### src/rtl/fft_blk_sched_if.sv
// fft_blk_sched_if: block issue handshake between upstream source, scheduler and butterfly stage 1
interface fft_blk_sched_if #(parameter int BLK_W = 6);
  logic in_valid;
  logic in_ready;
  logic bf_valid;
  logic sof;
  logic eof;
  logic [BLK_W-1:0] blk_idx;
  modport master(output in_valid, input in_ready, bf_valid, blk_idx, sof, eof);
  modport slave(input in_valid, output in_ready, bf_valid, blk_idx, sof, eof);
endinterface

### src/rtl/fft_blk_sched.sv
// fft_blk_sched: issues a frame of blocks into the butterfly pipeline under downstream credit control
module fft_blk_sched #(
  parameter int MAX_BLK = 32,
  parameter int BLK_W   = $clog2(MAX_BLK) + 1,
  parameter int CREDITS = 8,
  parameter int CNT_W   = $clog2(CREDITS) + 1
) (
  input  logic             clk,
  input  logic             rstn,
  input  logic             start,
  input  logic [BLK_W-1:0] cfg_nblk,
  fft_blk_sched_if.slave   bus,
  input  logic             pipe_vout,
  input  logic             sink_pop,
  output logic             busy,
  output logic             done,
  output logic [2:0]       err
);
  typedef enum logic [1:0] {IDLE, RUN, DRAIN, DONE} state_t;
  localparam logic [BLK_W-1:0] MAX_V  = BLK_W'(MAX_BLK);
  localparam logic [CNT_W-1:0] CRED_V = CNT_W'(CREDITS);
  state_t           state_q, state_d;
  logic [BLK_W-1:0] nblk_q, nblk_d, blk_idx_q, blk_idx_d;
  logic [CNT_W-1:0] credit_q, credit_d, inflight_q, inflight_d;
  logic [2:0]       err_q, err_d;
  logic             issue, cfg_ok, vout_unf, pop_ovf;
  assign bus.in_ready = (state_q == RUN) && (credit_q != '0) && (blk_idx_q < nblk_q);
  assign issue        = bus.in_valid && bus.in_ready;
  assign bus.bf_valid = issue;
  assign bus.blk_idx  = blk_idx_q;
  assign bus.sof      = issue && (blk_idx_q == '0);
  assign bus.eof      = issue && (blk_idx_q == nblk_q - BLK_W'(1));
  assign busy         = state_q != IDLE;
  assign done         = state_q == DONE;
  assign err          = err_q;
  assign cfg_ok       = (cfg_nblk != '0) && (cfg_nblk <= MAX_V);
  assign vout_unf     = pipe_vout && !issue && (inflight_q == '0);
  assign pop_ovf      = sink_pop && !issue && (credit_q == CRED_V);
  always_comb begin
    state_d    = state_q;
    nblk_d     = nblk_q;
    blk_idx_d  = issue ? blk_idx_q + BLK_W'(1) : blk_idx_q;
    inflight_d = (issue && !pipe_vout) ? inflight_q + CNT_W'(1) :
                 (!issue && pipe_vout && !vout_unf) ? inflight_q - CNT_W'(1) : inflight_q;
    credit_d   = (issue && !sink_pop) ? credit_q - CNT_W'(1) :
                 (!issue && sink_pop && !pop_ovf) ? credit_q + CNT_W'(1) : credit_q;
    err_d      = err_q | {pop_ovf, start && (state_q == IDLE) && !cfg_ok, vout_unf};
    case (state_q)
      IDLE: if (start && cfg_ok) begin
        nblk_d    = cfg_nblk;
        blk_idx_d = '0;
        state_d   = RUN;
      end
      RUN:   state_d = (issue && bus.eof) ? DRAIN : RUN;
      DRAIN: state_d = (inflight_d == '0) ? DONE : DRAIN;
      DONE:  state_d = IDLE;
    endcase
  end
  always_ff @(posedge clk) begin
    if (!rstn) begin
      state_q    <= IDLE;
      nblk_q     <= '0;
      blk_idx_q  <= '0;
      credit_q   <= CRED_V;
      inflight_q <= '0;
      err_q      <= '0;
    end else begin
      state_q    <= state_d;
      nblk_q     <= nblk_d;
      blk_idx_q  <= blk_idx_d;
      credit_q   <= credit_d;
      inflight_q <= inflight_d;
      err_q      <= err_d;
    end
  end
endmodule

### src/flat_wrapper.sv
// flat-port wrapper written by rule: the top's interface ports become plain ports
module fft_blk_sched_flat 
#(
  parameter int MAX_BLK = 32,
  parameter int BLK_W   = $clog2(MAX_BLK) + 1,
  parameter int CREDITS = 8,
  parameter int CNT_W   = $clog2(CREDITS) + 1
)
  (clk, rstn, start, cfg_nblk, pipe_vout, sink_pop, busy, done, err, bus_in_valid, bus_in_ready, bus_bf_valid, bus_blk_idx, bus_sof, bus_eof);
  fft_blk_sched_if #(.BLK_W(BLK_W)) bus_i ();
  input  logic clk;
  input  logic rstn;
  input  logic start;
  input  logic [BLK_W-1:0] cfg_nblk;
  input  logic pipe_vout;
  input  logic sink_pop;
  output logic busy;
  output logic done;
  output logic [2:0] err;
  input wire logic [$bits(bus_i.in_valid)-1:0] bus_in_valid;
  output wire logic [$bits(bus_i.in_ready)-1:0] bus_in_ready;
  output wire logic [$bits(bus_i.bf_valid)-1:0] bus_bf_valid;
  output wire logic [$bits(bus_i.blk_idx)-1:0] bus_blk_idx;
  output wire logic [$bits(bus_i.sof)-1:0] bus_sof;
  output wire logic [$bits(bus_i.eof)-1:0] bus_eof;
  assign bus_i.in_valid = bus_in_valid;
  assign bus_in_ready = bus_i.in_ready;
  assign bus_bf_valid = bus_i.bf_valid;
  assign bus_blk_idx = bus_i.blk_idx;
  assign bus_sof = bus_i.sof;
  assign bus_eof = bus_i.eof;
  fft_blk_sched #(.MAX_BLK(MAX_BLK), .BLK_W(BLK_W), .CREDITS(CREDITS), .CNT_W(CNT_W)) u_core (.clk(clk), .rstn(rstn), .start(start), .cfg_nblk(cfg_nblk), .bus(bus_i), .pipe_vout(pipe_vout), .sink_pop(sink_pop), .busy(busy), .done(done), .err(err));
endmodule
### config.mk
export PLATFORM = sky130hd
export DESIGN_NAME = fft_blk_sched_flat
export DESIGN_NICKNAME = d
export VERILOG_FILES = /design/src/rtl/fft_blk_sched_if.sv /design/src/rtl/fft_blk_sched.sv /design/src/flat_wrapper.sv
export SDC_FILE = /design/constraint.sdc
export NUM_CORES = 1
export LEC_CHECK = 0
export ABC_AREA = 1
export CAP_MARGIN = 20
export CORE_ASPECT_RATIO = 1.1
export CORE_UTILIZATION = 55
export DETAILED_ROUTE_END_ITERATION = 10
export MAX_ROUTING_LAYER = met4
export PLACE_DENSITY = 0.93
export SLEW_MARGIN = 5
export SYNTH_ARGS = -nofsm -noshare
export SYNTH_HDL_FRONTEND = slang
export SYNTH_SLANG_ARGS = --single-unit
### constraint.sdc
create_clock -name clk -period 6.2 [get_ports clk]
set_input_delay 1.24 -clock clk [delete_from_list [all_inputs] [get_ports clk]]
set_output_delay 1.24 -clock clk [all_outputs]
set_load 0.05 [all_outputs]
# Word-level counts from Yosys, hierarchy flattened
# Index checks and enable logic that the tools add are counted.
op_classes:
  bitwise: 1
  mux: 11
  n_reduce_logical: 33
  add_sub_neg: 6
  eq_ne: 6
  magnitude_cmp: 2
op_table:
  columns: ["operator", "n"]
  rows:
  - ["$logic_and A1 B1 Y1", 18]
  - ["$mux W6", 3]
  - ["$mux W4", 4]
  - ["$add A4 B1 Y4 const B", 2]
  - ["$logic_not A4 Y1", 2]
  - ["$pmux W2 S4", 1]
  - ["$sub A4 B1 Y4 const B", 2]
  - ["$add A6 B1 Y6 const B", 1]
  - ["$eq A6 B6 Y1", 1]
  - ["$le A6 B6 Y1 const B", 1]
  - ["$logic_not A1 Y1", 6]
  - ["$logic_not A6 Y1", 1]
  - ["$lt A6 B6 Y1", 1]
  - ["$reduce_bool A6 Y1", 1]
  - ["$sub A6 B1 Y6 const B", 1]
  - ["$eq A2 B2 Y1 const B", 2]
  - ["$eq A4 B4 Y1 const B", 1]
  - ["$mux W2", 2]
  - ["$reduce_bool A2 Y1", 2]
  - ["$reduce_bool A4 Y1", 1]
  - ["$or A3 B3 Y3", 1]
  - ["$eq A2 B1 Y1 const B", 1]
  - ["$logic_not A2 Y1", 1]
  - ["$ne A2 B2 Y1 const B", 1]
  - ["2 further kinds", 2]
totals:
  ff_bits: 25
  output_inout_bits: 15
  inputBits: 12

# Depth between registers and ports, before layout
# Gate-level depths: netlist of the first run.
logic_depth:
  depth_word: 14
  ltp_mapped: 15
  mapped_depth_nobuf: 15

# Worst setup path after synthesis of the first run
# OpenSTA, ideal clock, no wires.
synth_timing:
  kind: "flip-flop to output port"
  from: "register u_core.blk_idx_q[5] (netlist: u_core.bus.blk_idx[5])"
  to: "output port bus_sof"
  path_buffers: 1
  arrival_time_ns: 3.102
  path_stages_with_launch: 8
  path_slack_ns: 1.858
  cell_sequence: "dfxtp_1 -> ha_1 -> nand2_1 -> inv_1 -> a21oi_2 -> nand4_4 -> buf_6 -> nor4_1"
synth_between:
  elab_chain_len: 4
  elab_cells_between_ends: 5
  cone_classes: "order compare (1); reduce/logical (4)"
synth_lines:
  columns: ["item", "line", "text"]
  rows:
  - ["start, declared", "fft_blk_sched.sv:23", "logic [BLK_W-1:0] nblk_q, nblk_d, blk_idx_q, blk_idx_d;"]
  - ["start signal, assigned", "fft_blk_sched.sv:70", "blk_idx_q <= blk_idx_d;"]
  - ["$lt A6 B6 Y1", "fft_blk_sched.sv:27", "assign bus.in_ready = (state_q == RUN) && (credit_q != '0) && (blk_idx_q < nblk_q);"]
  - ["$logic_and A1 B1 Y1", "fft_blk_sched.sv:27", null]
  - ["$logic_and A1 B1 Y1", "fft_blk_sched.sv:28", "assign issue = bus.in_valid && bus.in_ready;"]
  - ["$logic_and A1 B1 Y1 *", "fft_blk_sched.sv:31", "assign bus.sof = issue && (blk_idx_q == '0);"]
  - ["end, declared", "flat_wrapper.sv:24", "output wire logic [$bits(bus_i.sof)-1:0] bus_sof;"]
# Mark *: on every way between the ends. The rest lies on a longest branch, timed or not.

# Worst setup path in the final report of the first run
layout_timing:
  from: "input port bus_in_valid"
  to: "output port bus_eof"
layout_between:
  elab_chain_len: 2
layout_lines:
  columns: ["item", "line", "text"]
  rows:
  - ["start, declared", "flat_wrapper.sv:20", "input wire logic [$bits(bus_i.in_valid)-1:0] bus_in_valid;"]
  - ["$logic_and A1 B1 Y1", "fft_blk_sched.sv:28", null]
  - ["$logic_and A1 B1 Y1", "fft_blk_sched.sv:32", "assign bus.eof = issue && (blk_idx_q == nblk_q - BLK_W'(1));"]
  - ["end, declared", "flat_wrapper.sv:25", "output wire logic [$bits(bus_i.eof)-1:0] bus_eof;"]
# No other way between the ends.

==> results of run 1 <==
## power by group
group / leakage, nW / internal, W / switching, W / total, W
Combinational: 0.680 / 0.000103 / 0.000169 / 0.000272
Sequential: 0.205 / 0.000187 / 0.0000263 / 0.000213
Clock: 0.0150 / 0.0000252 / 0.0000501 / 0.0000753
Total: 0.900 / 0.000315 / 0.000246 / 0.000561
## Yosys cell counts, drive strengths merged (3+ instances only)
| cell | instances |
|---|---|
| inv | 38 |
| ha | 13 |
| nor4 | 3 |
| nor2 | 22 |
| nand3 | 10 |
| nand4 | 6 |
| nand2 | 47 |
| xor2 | 11 |
| nor3 | 4 |
| dfxtp | 25 |
| o21ai | 11 |
| a211oi | 3 |
| a21oi | 19 |
## final cells by class
| class | count | share of cell area |
|---|---|---|
| Sequential cell | 25 | 0.255 |
| Timing Repair Buffer | 26 | 0.132 |
| Multi-Input combinational cell | 162 | 0.506 |
| Inverter | 38 | 0.0726 |
| Clock buffer | 4 | 0.0134 |
| Tap cell | 33 | 0.0210 |
## registers in the layout, indices dropped and copies added, names as in the netlist, named ones only
name	flops
u_core.nblk_q	6
u_core.bus.blk_idx	6
u_core.inflight_q	4
u_core.state_q	1
u_core.credit_q	4
u_core.err	3
## path summary, 6_finish.rpt
| check | end | slack (ns) | cells past startpoint |
|---|---|---|---|
| hold / removal | u_core.err[2]$_SDFF_PN0_ | 0.46 | 2 |
| hold reg to reg | u_core.err[2]$_SDFF_PN0_ | 0.46 | 2 |
| setup / recovery | bus_eof | 1.75 | 6 |
| setup reg to reg | u_core.credit_q[3]$_SDFFE_PN1P_ | 3.33 | 14 |
## logic make-up after synthesis
kind of cell / synth area share
AOI/OAI and AO/OA: 0.140
xor gates and xnor gates: 0.0633
adders and majority gates: 0.110
buffers and inverters: 0.0995
DFF: 0.302
and+or+nand+nor: 0.285
## metal layers
| layer | up-vias | global-route usage |
|---|---|---|
| met2 | 32 | 0.441 |
| met5 | - | - |
| met3 | 4 | 0.0179 |
| met1 | 702 | 0.277 |
| met4 | 0 | 0.0879 |
| li1 | 794 | - |
## through the flow
step / std cells / power [W] / hold slack (ns)
after floorplan: 228 / 0.000421 / 0.450
after global placement: 284 / 0.000472 / 0.443
after detailed placement: 284 / 0.000485 / 0.448
after CTS: 288 / 0.000558 / 0.463
after global routing: 288 / 0.000601 / 0.485
final: 288 / 0.000561 / 0.459
## worst register-to-register path: stages (launching register included)
cell and delay (ns):
dfxtp_1 0.38, inv_1 0.10, ha_1 0.30, nand2_1 0.08, nand2_1 0.06, a21oi_2 0.21
nand4_4 0.27, nor2_1 0.32, ha_1 0.32, nand2_1 0.08, nor2_1 0.04, a211oi_1 0.21
o21ai_0 0.16, or2_1 0.22, nand3_1 0.06
==> results.sh, run 1 <==
export IMPL_stdcell_area_um2=1960
export IMPL_wl_per_cell_um=12.3
export IMPL_ios=27
export IMPL_start_util=0.587
export IMPL_utilization=0.695
export IMPL_grt_setup_unrepaired="no"
export IMPL_h_tree_depth=1
export IMPL_multi_input_area_um2=993
export IMPL_p_leak_nw=0.900
export IMPL_grt_max_degree=17
export IMPL_wl_met1_um=1550
export IMPL_regArea_um2=500
export IMPL_syn_area_um2=1660
export IMPL_overflow=0
export IMPL_vias_per_cell=5.32
export IMPL_pre_cts_ws_ns=1.74
export IMPL_fin_skew_ns=0.00387
export IMPL_tns_ns=0
export IMPL_ys_seq_area_frac=0.302
export IMPL_synth_edf_count=0
export IMPL_crit_family="buffers and inverters"
export IMPL_synth_ff_type="dfxtp_1"
export IMPL_cts_root_buffer="clkbuf_4"
export IMPL_vias=1532
export IMPL_synth_top_area_frac=0.302
export IMPL_portBuffers=26
export IMPL_yosys_cell_types_count=36
export IMPL_worstMarginPinSlew_ns=0.501
export IMPL_layout_commonest_cell="nand2_1"
export IMPL_synthCells=228
export IMPL_ant_nets=0
export IMPL_cts_inserted_buffers=3
export IMPL_path_cells="clkdlybuf4s50_1 > nand4_4 > inv_1 > nand4_1 > inv_1 > clkdlybuf4s50_1"
export IMPL_syn_area_per_cell_um2=7.28
export IMPL_ys_ff_latch=25
export IMPL_max_freq_mhz=225
export IMPL_syn2layout_area_growth_pct=18.4
export IMPL_setup_worst_path_start="bus_in_valid"
export IMPL_wl_met2_um=1840
export IMPL_powerDensity_nw_per_um2=286
export IMPL_start_kind="primary input"
export IMPL_synthTopCellsByArea="dfxtp_1 30%, nand2_1 10%, ha_1 9.8%"
export IMPL_fillCellCount=244
export IMPL_endpoint_kind="primary output"
export IMPL_clk_pin_slew_ns=0.14
export IMPL_cts_setup_buffers=0
export IMPL_antenna_cells=0
export IMPL_crit_fanout=16
export IMPL_cts_hold_fix_buffers=0
export IMPL_drive_gt1_frac=0.0706
export IMPL_yosys_warnings=0
export IMPL_gp_congestion=0.894
export IMPL_hp_start="u_core.err[2]$_SDFF_PN0_"
export IMPL_drt_first_pass_iters=4
export IMPL_final_cell_mix="46 x nand2_1, 36 x inv_1, 26 x clkdlybuf4s50_1"
export IMPL_grt_pass1_vias=1382
export IMPL_fin_nets=282
export IMPL_fp_dieH_um=59.6
export IMPL_hold_class="flip-flop to flip-flop"
export IMPL_place_hpwl_um=2770
export IMPL_die_area_um2=3240
export IMPL_cts_buffer_depth=2
export IMPL_die_w_um=54.4
export IMPL_hold_viol_final=0
export IMPL_clkSinkCount=25
export IMPL_status="complete, no violations"
export IMPL_timing_final_crit_share=0.718
export IMPL_wirelength_um=3540
export IMPL_slowest_stage="clkdlybuf4s50_1"
export IMPL_setup_viol=0
export IMPL_antenna_found_initial=0
export IMPL_cts_tree="done"
export IMPL_wl_met3_um=112
export IMPL_drt_iter0_drc=49
export IMPL_grt_use_total=0.246
export IMPL_place_area_um2=1940
export IMPL_async_flop_share=0
export IMPL_clk_latency_ns=0.32
export IMPL_maxSlewViolCount=0
export IMPL_critPathMaxStageDelay_ns=0.80
export IMPL_critPathBufInv=4
export IMPL_min_period_ns=4.45
export IMPL_reg2reg_from="u_core.nblk_q[3]$_SDFFE_PN0P_"
export IMPL_cap_viol_max_count=0
export IMPL_num_rows=20
export IMPL_yosys_area_top_type="dfxtp_1"
export IMPL_grt_pass1_wl_um=5690
export IMPL_path_class="primary input to primary output"
export IMPL_syn_num_nets=254
export IMPL_peakVddDrop_v=0.000279
export IMPL_ctsResizeCount=0
export IMPL_worstPathRequired_ns=4.96
export IMPL_fin_ws_ns=1.75
export IMPL_worst_slew_margin_rel=0.665
export IMPL_drc=0
export IMPL_top_layer="met4"
export IMPL_crit_arrival_ns=3.21
export IMPL_core_area_um2=2830
Power figures use the tool's default switching activity.
==> inputs of run 2 (changes only) <==
--- a/config.mk
+++ b/config.mk
@@ -8,10 +8,10 @@
 export ABC_AREA = 1
 export CAP_MARGIN = 20
 export CORE_ASPECT_RATIO = 1.1
-export CORE_UTILIZATION = 55
+export CORE_UTILIZATION = 53
 export DETAILED_ROUTE_END_ITERATION = 10
 export MAX_ROUTING_LAYER = met4
-export PLACE_DENSITY = 0.93
+export PLACE_DENSITY = 0.9
 export SLEW_MARGIN = 5
 export SYNTH_ARGS = -nofsm -noshare
 export SYNTH_HDL_FRONTEND = slang
==> constraint.sdc (replaced) <==
create_clock -name clk -period 4.3 [get_ports clk]
set_input_delay 0.86 -clock clk [delete_from_list [all_inputs] [get_ports clk]]
set_output_delay 0.86 -clock clk [all_outputs]
set_load 0.05 [all_outputs]
==> results.sh, run 2 (synthesis results as in run 1) <==
export IMPL_status="complete, no violations"
export IMPL_setup_viol=0
export IMPL_path_cells="ha_1 > nand2_1 > nand2_1 > a21oi_2 > nand4_4 > inv_1 > nand4_1 > inv_1 > clkdlybuf4s50_1"
export IMPL_crit_fanout=6
export IMPL_drive_gt1_frac=0.0742
export IMPL_ios=27
export IMPL_cts_hold_fix_buffers=0
export IMPL_die_area_um2=3360
export IMPL_overflow=0
export IMPL_vias_per_cell=5.38
export IMPL_fp_dieH_um=60.7
export IMPL_place_hpwl_um=2700
export IMPL_grt_setup_unrepaired="no"
export IMPL_crit_arrival_ns=2.68
export IMPL_gp_congestion=0.924
export IMPL_ant_nets=0
export IMPL_path_class="flip-flop to primary output"
export IMPL_min_period_ns=3.54
export IMPL_hold_viol_final=0
export IMPL_ff2ff_path_depth=14
export IMPL_powerDensity_nw_per_um2=408
export IMPL_h_tree_depth=1
export IMPL_portBuffers=26
export IMPL_worstSetupPathDepth=9
export IMPL_grt_use_total=0.231
export IMPL_cts_inserted_buffers=3
export IMPL_reg2reg_to="u_core.credit_q[3]$_SDFFE_PN1P_"
export IMPL_wl_per_cell_um=12.1
export IMPL_vias=1556
export IMPL_drt_first_pass_iters=4
export IMPL_syn2layout_area_growth_pct=18.9
export IMPL_reg2reg_from="u_core.bus.blk_idx[3]$_SDFF_PN0_"
export IMPL_cts_buffer_depth=2
export IMPL_critPathBufInv=3
export IMPL_num_rows=20
export IMPL_hp_start="u_core.err[2]$_SDFF_PN0_"
export IMPL_clkSinkCount=25
export IMPL_grt_pass1_wl_um=5990
export IMPL_cts_root_buffer="clkbuf_4"
export IMPL_worst_slew_margin_rel=0.656
export IMPL_slowest_stage="clkdlybuf4s50_1"
export IMPL_antenna_cells=0
export IMPL_max_freq_mhz=283
export IMPL_fin_nets=283
export IMPL_clk_latency_ns=0.32
export IMPL_worst_r2r_setup_slack_ns=1.39
export IMPL_cts_setup_buffers=0
export IMPL_p_leak_nw=0.904
export IMPL_antenna_found_initial=0
export IMPL_wirelength_um=3490
export IMPL_drc=0
export IMPL_worstPathRequired_ns=3.44
export IMPL_tns_ns=0
export IMPL_crit_family="buffers and inverters"
export IMPL_final_cell_mix="46 x nand2_1, 36 x inv_1, 26 x clkdlybuf4s50_1"
export IMPL_drt_iter0_drc=43
export IMPL_clk_pin_slew_ns=0.13
export IMPL_cts_tree="done"
export IMPL_start_util=0.577
export IMPL_hold_class="flip-flop to flip-flop"
export IMPL_grt_pass1_vias=1459
export IMPL_critPathMaxStageDelay_ns=0.79
export IMPL_layout_commonest_cell="nand2_1"
export IMPL_fin_skew_ns=0.00211
export IMPL_min_to="u_core.err[2]$_SDFF_PN0_"
export IMPL_peakVddDrop_v=0.000415
export IMPL_grt_max_degree=16
export IMPL_maxSlewViolCount=0
export IMPL_start_kind="flip-flop"
export IMPL_core_area_um2=2880
export IMPL_endpoint_kind="primary output"
export IMPL_cap_viol_max_count=0
export IMPL_total_power_w=0.000805
export IMPL_ctsResizeCount=0
export IMPL_timing_final_crit_share=0.823
export IMPL_worstMarginPinSlew_ns=0.514
export IMPL_die_w_um=55.3
export IMPL_min_delay_path_depth=2
==> run 2: worst max path at each step <==
stage,startpoint,endpoint
floorplan,u_core.bus.blk_idx[5]$_SDFF_PN0_,bus_sof
global placement,bus_in_valid,bus_eof
detailed placement,bus_in_valid,bus_eof
CTS,u_core.bus.blk_idx[5]$_SDFF_PN0_,bus_eof
global route,u_core.bus.blk_idx[3]$_SDFF_PN0_,bus_eof
finish,u_core.bus.blk_idx[3]$_SDFF_PN0_,bus_eof
==> run 2: where the power goes <==
group          switching [W]  internal [W]
registers          0.0000372      0.000270
clock network      0.0000708     0.0000363
logic               0.000241      0.000149
==> run 2: layer usage <==
| layer | vias up | part of all wire | track usage |
|---|---|---|---|
| li1 | 798 | - | - |
| met1 | 707 | 0.46 | 0.261 |
| met3 | 8 | 0.038 | 0.0299 |
| met2 | 43 | 0.48 | 0.408 |
| met4 | 0 | 0.019 | 0.121 |
| met5 | - | 0 | - |
==> run 2: layout make-up <==
cell class	instances	area [um^2]
Inverter	38	143
Clock buffer	4	26.3
Fill cell	244	906
Timing Repair Buffer	27	268
Tap cell	33	41.3
Sequential cell	25	500
Multi-Input combinational cell	162	993
==> run 2: stage by stage <==
| step | utilization | hold WS, ns | cells | setup slack (ns) | cell area [um^2] |
|---|---|---|---|---|---|
| floorplan | - | 0.450 | 228 | 0.338 | 1660 |
| global placement | 0.676 | 0.442 | 285 | 0.830 | 1950 |
| detailed placement | 0.676 | 0.443 | 285 | 0.785 | 1950 |
| CTS | 0.685 | 0.464 | 289 | 0.757 | 1970 |
| global route | 0.685 | 0.516 | 289 | 0.565 | 1970 |
| finish | 0.685 | 0.465 | 289 | 0.761 | 1970 |
==> run 2: tightest hold or removal path: cells and delay by family (launching register included) <==
kind            cells  cell delay (ns)
buf+inv             1             0.05
compound gates      1             0.05
flops               1             0.34
==> inputs of run 3 (changes only) <==
==> constraint.sdc (replaced) <==
create_clock -name clk -period 3.5 [get_ports clk]
set_input_delay 0.7 -clock clk [delete_from_list [all_inputs] [get_ports clk]]
set_output_delay 0.7 -clock clk [all_outputs]
set_load 0.05 [all_outputs]
==> results.sh, run 3 (synthesis results as in run 1) <==
export IMPL_cap_viol_max_count=0
export IMPL_clk_pin_slew_ns=0.14
export IMPL_fin_skew_ns=0.00432
export IMPL_max_freq_mhz=322
export IMPL_worst_r2r_setup_slack_ns=0.69
export IMPL_grt_max_degree=16
export IMPL_fin_nets=283
export IMPL_overflow=0
export IMPL_swShare=0.432
export IMPL_min_period_ns=3.10
export IMPL_timing_final_crit_share=0.886
export IMPL_total_power_w=0.000986
export IMPL_pwr_share_comb=0.482
export IMPL_tns_ns=0
export IMPL_worstMarginPinSlew_ns=0.535
export IMPL_start_util=0.577
export IMPL_portBuffers=26
export IMPL_grt_setup_unrepaired="no"
export IMPL_crit_fanout=5
export IMPL_vias_per_cell=5.27
export IMPL_grt_use_total=0.231
export IMPL_ctsResizeCount=0
export IMPL_cts_setup_buffers=0
export IMPL_final_cell_mix="46 x nand2_1, 36 x inv_1, 25 x dfxtp_1"
export IMPL_fp_dieH_um=60.7
export IMPL_p_switching_w=0.000426
export IMPL_gp_congestion=0.894
export IMPL_wl_met3_um=105
export IMPL_drt_iter0_drc=47
export IMPL_status="complete, no violations"
export IMPL_place_hpwl_um=2760
export IMPL_peakVddDrop_v=0.000414
export IMPL_num_rows=20
export IMPL_cts_tree="done"
export IMPL_drt_first_pass_iters=4
export IMPL_ant_nets=0
export IMPL_critPathBufInv=2
export IMPL_die_area_um2=3360
export IMPL_hold_class="flip-flop to flip-flop"
export IMPL_antenna_cells=0
export IMPL_core_area_um2=2880
export IMPL_wl_per_cell_um=12.1
export IMPL_slowest_stage="clkdlybuf4s50_1"
export IMPL_endpoint_kind="primary output"
export IMPL_wirelength_um=3490
export IMPL_worst_slew_margin_rel=0.642
export IMPL_h_tree_depth=1
export IMPL_maxSlewViolCount=0
export IMPL_setup_viol=0
export IMPL_crit_family="buffers and inverters"
export IMPL_p_seq_frac=0.385
export IMPL_drc=0
export IMPL_multi_input_area_um2=1000
export IMPL_fillCellCount=250
export IMPL_regArea_um2=500
export IMPL_cts_hold_fix_buffers=0
export IMPL_cts_inserted_buffers=3
export IMPL_worstPathRequired_ns=2.80
export IMPL_syn2layout_area_growth_pct=18.9
export IMPL_path_class="flip-flop to primary output"
export IMPL_layout_commonest_cell="nand2_1"
export IMPL_grt_pass1_vias=1390
export IMPL_top_layer="met4"
export IMPL_hold_viol_final=0
export IMPL_die_w_um=55.3
export IMPL_p_clk_frac=0.133
export IMPL_path_cells="ha_1 > nand2_1 > inv_1 > a21oi_2 > and3_1 > clkdlybuf4s50_1"
export IMPL_vias=1524
export IMPL_cts_root_buffer="clkbuf_4"
export IMPL_p_leak_nw=0.909
export IMPL_p_int_w=0.000560
export IMPL_cts_buffer_depth=2
export IMPL_powerDensity_nw_per_um2=500
export IMPL_antenna_found_initial=0
export IMPL_wl_met2_um=1740
export IMPL_wl_met1_um=1590
export IMPL_crit_arrival_ns=2.40
export IMPL_grt_pass1_wl_um=5870
export IMPL_drive_gt1_frac=0.0859
export IMPL_clk_latency_ns=0.32
export IMPL_clkSinkCount=25
export IMPL_ios=27
export IMPL_start_kind="flip-flop"
export IMPL_critPathMaxStageDelay_ns=0.80
run 3: cell count changes in the layout (fill, tap and decap cells not counted):
cell	before	now
buf_4	1	3
clkdlybuf4s50_1	26	24
nor4_1	3	2
nor4_2	0	1
run 3: final cells by class:
class                           instances  area share
Inverter                               38      0.0723
Clock buffer                            4      0.0133
Timing Repair Buffer                   27       0.133
Multi-Input combinational cell        162       0.507
Tap cell                               33      0.0209
Sequential cell                        25       0.254
run 3: final timing paths:
kind         depth (start not counted)                              from                         endpoint
max                                  6  u_core.bus.blk_idx[5]$_SDFF_PN0_                     bus_in_ready
min                                  2          u_core.err[2]$_SDFF_PN0_         u_core.err[2]$_SDFF_PN0_
min reg2reg                          2          u_core.err[2]$_SDFF_PN0_         u_core.err[2]$_SDFF_PN0_
max reg2reg                         14  u_core.bus.blk_idx[5]$_SDFF_PN0_  u_core.credit_q[3]$_SDFFE_PN1P_
run 3: power by group through the flow:
stage	logic (W)	registers [W]	clock network [W]
CTS	0.000478	0.000378	0.000136
global route	0.000538	0.000385	0.000149
detailed placement	0.000475	0.000384	0
finish	0.000475	0.000379	0.000131
floorplan	0.000341	0.000405	0
global placement	0.000460	0.000381	0
run 3: through the flow:
step	instance area (um^2)	instances	util	hold WS (ns)	worst slack [ns]
floorplan	1670	228	-	0.450	0.277
finish	1970	289	0.686	0.477	0.399
global placement	1950	285	0.677	0.441	0.587
detailed placement	1950	285	0.677	0.454	0.508
global route	1970	289	0.686	0.503	0.251
CTS	1970	289	0.686	0.485	0.379
run 3: worst register-to-register path: cells and delay by family (launching register included):
kind / cells / cell delay [ns]
flops: 1 / 0.48
compound gates: 3 / 0.56
fa+ha+maj: 2 / 0.61
simple gates: 7 / 0.85
buf+inv: 2 / 0.26
run 3: per-layer routing:
| layer | vias to the layer above | track usage |
|---|---|---|
| li1 | 796 | - |
| met1 | 694 | 0.270 |
| met2 | 30 | 0.411 |
| met3 | 4 | 0.0256 |
| met4 | 0 | 0.0964 |
| met5 | - | - |
